==> src/rtl/carry_save_adder.sv <==
// carry_save_adder
//   Adds four unsigned WIDTH-bit operands, a + b + c + d. The sum passes
//   through two pipeline register stages, so it appears two clocks after the
//   operands.
//
//   The datapath is:
//     1. a 3:2 carry-save level on a, b and c,
//     2. a second 3:2 carry-save level that folds in d,
//     3. a ripple carry-propagate adder.
//
//   {cout, sum} is the exact WIDTH+2-bit total. 4*(2^WIDTH-1) always fits in
//   that width, so no result bits are lost.
//
// Ports
//   clk        rising-edge clock
//   rst_n      synchronous active-low reset; clears every pipeline register
//   in_valid   a..d carry a valid operand set this cycle
//   a,b,c,d    unsigned operands, WIDTH bits each
//   sum        low WIDTH+1 bits of the total (registered)
//   cout       MSB (bit WIDTH+1) of the total (registered)
//   out_valid  in_valid delayed by two clocks (registered)

module carry_save_adder #(
  parameter int WIDTH = 4
) (
  input  logic             clk,
  input  logic             rst_n,
  input  logic             in_valid,
  input  logic [WIDTH-1:0] a,
  input  logic [WIDTH-1:0] b,
  input  logic [WIDTH-1:0] c,
  input  logic [WIDTH-1:0] d,
  output logic [WIDTH:0]   sum,
  output logic             cout,
  output logic             out_valid
);

  // Stage 1: first CSA level.
  // Each bit is an independent full adder, so no carry ripples between bits.
  logic [WIDTH-1:0] s1;
  logic [WIDTH-1:0] k1;

  assign s1 = a ^ b ^ c;
  assign k1 = (a & b) | (a & c) | (b & c);

  logic [WIDTH-1:0] s1_q;
  logic [WIDTH-1:0] k1_q;
  logic [WIDTH-1:0] d_q;
  logic             v1_q;

  // Data registers load every cycle. in_valid only travels alongside the data.
  always_ff @(posedge clk) begin
    if (!rst_n) begin
      s1_q <= '0;
      k1_q <= '0;
      d_q  <= '0;
      v1_q <= 1'b0;
    end else begin
      s1_q <= s1;
      k1_q <= k1;
      d_q  <= d;
      v1_q <= in_valid;
    end
  end

  // Stage 2: second CSA level.
  // k1 has weight 2, so it enters shifted left by one bit.
  logic [WIDTH:0] x2;
  logic [WIDTH:0] y2;
  logic [WIDTH:0] z2;
  logic [WIDTH:0] s2;
  logic [WIDTH:0] k2;

  assign x2 = {1'b0, s1_q};
  assign y2 = {k1_q, 1'b0};
  assign z2 = {1'b0, d_q};
  assign s2 = x2 ^ y2 ^ z2;
  assign k2 = (x2 & y2) | (x2 & z2) | (y2 & z2);

  // Ripple carry-propagate adder: s2 + (k2 << 1), WIDTH+2 bits wide.
  // The carry out of the top bit is always zero, because the total is bounded
  // by 4*(2^WIDTH-1). It is therefore not kept.
  logic [WIDTH+1:0] cpa_p;
  logic [WIDTH+1:0] cpa_q;
  logic [WIDTH+1:0] total;
  logic             carry;

  assign cpa_p = {1'b0, s2};
  assign cpa_q = {k2, 1'b0};

  always_comb begin
    total = '0;
    carry = 1'b0;
    for (int i = 0; i < WIDTH + 2; i++) begin
      total[i] = cpa_p[i] ^ cpa_q[i] ^ carry;
      carry    = (cpa_p[i] & cpa_q[i]) | (cpa_p[i] & carry) | (cpa_q[i] & carry);
    end
  end

  always_ff @(posedge clk) begin
    if (!rst_n) begin
      sum       <= '0;
      cout      <= 1'b0;
      out_valid <= 1'b0;
    end else begin
      sum       <= total[WIDTH:0];
      cout      <= total[WIDTH+1];
      out_valid <= v1_q;
    end
  end

endmodule

==> config.mk <==
export PLATFORM = sky130hd
export DESIGN_NAME = carry_save_adder
export DESIGN_NICKNAME = d
export VERILOG_FILES = /design/src/rtl/carry_save_adder.sv
export SDC_FILE = /design/constraint.sdc
export NUM_CORES = 1
export LEC_CHECK = 0
export ABC_AREA = 1
export CORE_AREA = 2 2 59 44
export CTS_CLUSTER_SIZE = 28
export DETAILED_ROUTE_END_ITERATION = 16
export DIE_AREA = 0 0 61 46
export PLACE_DENSITY = 0.68
export SKIP_CTS_REPAIR_TIMING = 1
export SYNTH_ARGS = -nofsm -noshare
export SYNTH_HDL_FRONTEND = slang
export SYNTH_SLANG_ARGS = --single-unit
==> constraint.sdc <==
create_clock -name clk -period 3 [get_ports clk]
set_input_delay 0.6 -clock clk [delete_from_list [all_inputs] [get_ports clk]]
set_output_delay 0.6 -clock clk [all_outputs]
set_load 0.02 [all_outputs]
# Word level (Yosys, flattened, before mapping)
# Index checks and enable logic that the tools add are counted.
# classes
n_bitwise,38
# ops
op,n
4-bit bitwise AND,4
1-bit bitwise AND,10
4-bit OR,2
1-bit bitwise XOR,8
4-bit bitwise XOR,2
1-bit OR,6
4-bit by 5-bit bitwise AND with 5-bit output,1
5-bit by 4-bit bitwise AND with 5-bit output,1
5-bit by 4-bit OR with 5-bit output,1
5-bit OR,1
4-bit by 5-bit bitwise XOR with 5-bit output,1
5-bit by 4-bit bitwise XOR with 5-bit output,1
# word_totals
regBits,20
word_cells,45

# Logic depth before layout (Yosys ltp)
# depth
depth_word,14
ltp_mapped,11

# Least setup slack after synthesis
# OpenSTA, ideal clock, no wires.
# synth_timing
kind,flip-flop to flip-flop
from,register s1_q[1]
to,register sum[4]
setup_ps,109
arrival_time_ps,2195
slack_ps,696
path_stages_with_launch,12
synth_period_minus_slack_ps,2304
cell_sequence,dfxtp_1 -> inv_1 -> fa_1 -> inv_1 -> ha_1 -> fa_1 -> inv_1 -> fa_1 -> inv_1 -> fa_1 -> nand2_1 -> inv_1
# synth_via
elab_chain_cells,10
word_cells_on_any_way,17
classes_between,bitwise (17)
# synth_lines
element,line_no,text
from (decl),46,logic [WIDTH-1:0] s1_q;
from (signal assigned),54,s1_q <= '0;
from (signal assigned),59,s1_q <= s1;
4-bit by 5-bit bitwise AND with 5-bit output (tied with other cells),78,assign k2 = (x2 & y2) | (x2 & z2) | (y2 & z2);
5-bit by 4-bit OR with 5-bit output or 5-bit by 4-bit bitwise XOR with 5-bit output (tied branches),"78, 77",
5-bit OR or 1-bit bitwise AND (tied branches),"78, 96",
1-bit bitwise AND,96,carry = (cpa_p[i] & cpa_q[i]) | (cpa_p[i] & carry) | (cpa_q[i] & carry);
1-bit OR,96,
1-bit OR (*),96,
1-bit bitwise AND,96,
1-bit OR,96,
1-bit OR (*),96,
1-bit bitwise XOR (*),95,total[i] = cpa_p[i] ^ cpa_q[i] ^ carry;
net total[4],85,logic [WIDTH+1:0] total;
to (signal assigned),106,sum <= total[WIDTH:0];
to (decl),33,"output logic [WIDTH:0] sum,"
# Mark *: on every way through the listed nets, which the timed path passes. The rest lies on a longest branch.
# A chain may end at the register's enable or synchronous reset.

# Worst setup path after layout
# Ends and elaborated chain as after synthesis.

==> results.py <==
metrics = {
    "yosys": {
        "yosys_register_bits": 20,
        "netlist_top_cells_area": "dfxtp_1 47%, fa_1 23%, inv_1 15%, nand2_1 8.3%, ha_1 2.9%",
        "synthCells": 89,
        "yosysSeqAreaShare_pct": 46.72,
        "synth_area_sq_um": 857.1,
        "synth_top_cell_area_share_pct": 46.72,
        "ys_types": 8,
        "avgSynthCellArea_sq_um": 9.630,
        "synth.largest_area_cell": "dfxtp_1",
        "synth_warnings": 0,
        "synth_nets": 120,
    },
    "worst_setup_path": {
        "reg2reg_depth": 11,
        "critical_path_class": "flip-flop to flip-flop",
        "start_kind": "flip-flop",
        "crit_path_max_fanout": 1,
        "critPathCapture": "sum[4]",
        "crit_arrival_ns": 2.67,
        "crit_path_end_kind": "flip-flop",
        "r2r_slack_ns": 0.56,
        "required_ns": 3.24,
        "worstReg2RegStart": "s1_q[1]",
        "setup.worst_path.start": "s1_q[1]",
        "r2r_end": "sum[4]",
    },
    "clock_tree": {
        "clkSinkCount": 20,
        "cts_made_buffers": 3,
        "cts_buffer_depth": 2,
        "worstSkewPairLatency_ns": 0.28,
        "htree_num_levels": 1,
        "root_buffer": "clkbuf_4",
        "cts_tree": "done",
        "path_clk_slew_ns": 0.09,
    },
    "routing": {
        "drc_errors": 0,
        "m1WireLength_um": 466,
        "dr.max_layer_used": "met4",
        "routed_wl_mm": 1.154,
        "first_pass_iters": 4,
        "final_antenna_net_count": 0,
        "drtIter0Drc": 10,
        "vias": 554,
        "wl_per_cell_um": 7.745,
        "avgViaCountPerCell": 3.718,
        "wl_met3_um": 75,
        "wl_met2_um": 593,
    },
    "timing": {
        "finalCritPeriodShare_pct": 81.32,
        "hold_violations": 0,
        "finalSetupViolCount": 0,
        "worst_hold_slack_ns": 0.4289,
        "rsz0062_at_grt": "no",
        "finClkSkew_ns": 0.001525,
        "tns_ns": 0,
        "worst_pin_slew_ns": 0.6892,
        "period_needed_ns": 2.440,
        "slew_violations": 0,
        "slew_headroom_pct": 53.91,
        "setup_ws_ns": 0.5604,
        "max_freq_mhz": 409.9,
    },
    "cells_and_area": {
        "area_delta_synth_final_pct": 34.16,
        "final_net_count": 148,
        "layout_common_cells": "34 x inv_1, 25 x clkdlybuf4s50_1, 20 x dfxtp_1",
        "final_common_cell": "inv_1",
        "final_layout_size_suffix_gt1_share_pct": 4.348,
        "diodes": 0,
    },
    "outcome": {
        "status": "complete, no violations",
    },
    "pwr": {
        "cellLeakagePower_nw": 0.6255,
        "powerDensity_mw_per_mm2": 471.2,
        "vdd_ir_drop_max_mv": 0.2256,
    },
    "worst_hold_path": {
        "min_path_cells": 2,
        "min_path_type": "flip-flop to flip-flop",
    },
    "place": {
        "place_worst_setup_slack_ns": 0.5494,
        "port_buffers": 25,
        "dp_hpwl_um": 998.4,
        "place.gp.congestion": 0.6235,
    },
    "floorplanning": {
        "coreArea_sq_mm": 0.002308,
        "dieArea_sq_mm": 0.002806,
        "ioPinCount": 26,
        "rows": 15,
        "die_h_um": 46,
        "start_util_pct": 37.13,
        "die_w_um": 61,
    },
    "global_route": {
        "grt_pass1_wl_mm": 1.932,
        "overflow": 0,
        "track_usage_pct": 10.04,
        "grt_pass1_vias": 504,
        "antenna_found_initial": 0,
        "grt_max_degree": 21,
    },
    "run": {
        "max-cap-violations": 0,
    },
}
==> flip-flops by register name, indices dropped and copies added, names as in the netlist <==
signal,cells
v1_q,1
s1_q,4
cout,1
d_q,4
sum,5
k1_q,4
out_valid,1
==> synth_stat cells <==
cell / count
nor2_2: 1
dfxtp_1: 20
ha_1: 2
nand2_1: 19
inv_2: 1
fa_1: 10
buf_6: 2
inv_1: 34
==> power breakdown <==
group          leakage, nW  total [W]  switching, W  internal [W]
sequential           0.166   0.000297    0.00000621      0.000291
combinational        0.446   0.000131     0.0000625     0.0000682
clock               0.0138   0.000114     0.0000677     0.0000466
total                0.626   0.000542      0.000136      0.000405
==> metal layers <==
layer | vias up | global-route usage, %
met5 | - | 0
met3 | 2 | 5.114
met4 | 0 | 3.913
met2 | 19 | 16.77
met1 | 246 | 10.92
li1 | 287 | -
==> critical path, cell delays in order (launching register included) <==
cell     delay, ns
dfxtp_1       0.32
inv_1         0.06
fa_1          0.54
inv_1         0.04
ha_1          0.19
fa_1          0.37
inv_1         0.08
fa_1          0.15
inv_1         0.05
fa_1          0.47
nand2_1       0.05
inv_1         0.07
==> cell type report <==
cell class	count	area, sq um
clock buffer	3	22.52
fill	225	1159
inverter	35	131.4
multi-input combinational	32	302.8
sequential	20	400.4
tap	34	42.54
timing repair buffer	25	250.2
==> cell families (layout without fill, tap and decap cells) <==
kind of cell             Yosys count  after routing  share of synthesized area [%]
AND/OR/NAND/NOR                   20             20                          9.052
buffers and inverters             37             63                          17.96
flip-flops                        20             20                          46.71
adder cells (fa/ha/maj)           12             12                          26.28
==> per-stage QoR <==
stage / utilization [%] / area (sq um) / std cells / total power [W]
4_1_cts: 49.81 / 1150 / 149 / 0.0005531
3_5_place_dp: 48.83 / 1127 / 146 / 0.0004374
2_1_floorplan: - / 857.1 / 89 / 0.0003767
6_report: 49.81 / 1150 / 149 / 0.0005418
3_3_place_gp: 48.83 / 1127 / 146 / 0.0004309
5_1_grt: 49.81 / 1150 / 149 / 0.0005836
==> worst min-delay path by stage <==
stage          from        end  slack [ns]
2_1_floorplan  v1_q  out_valid        0.39
6_report       v1_q  out_valid        0.43
3_5_place_dp   v1_q  out_valid        0.41
3_3_place_gp   v1_q  out_valid        0.40
5_1_grt        v1_q  out_valid        0.48
4_1_cts        v1_q  out_valid        0.43
(Power assumes the default switching activity.)
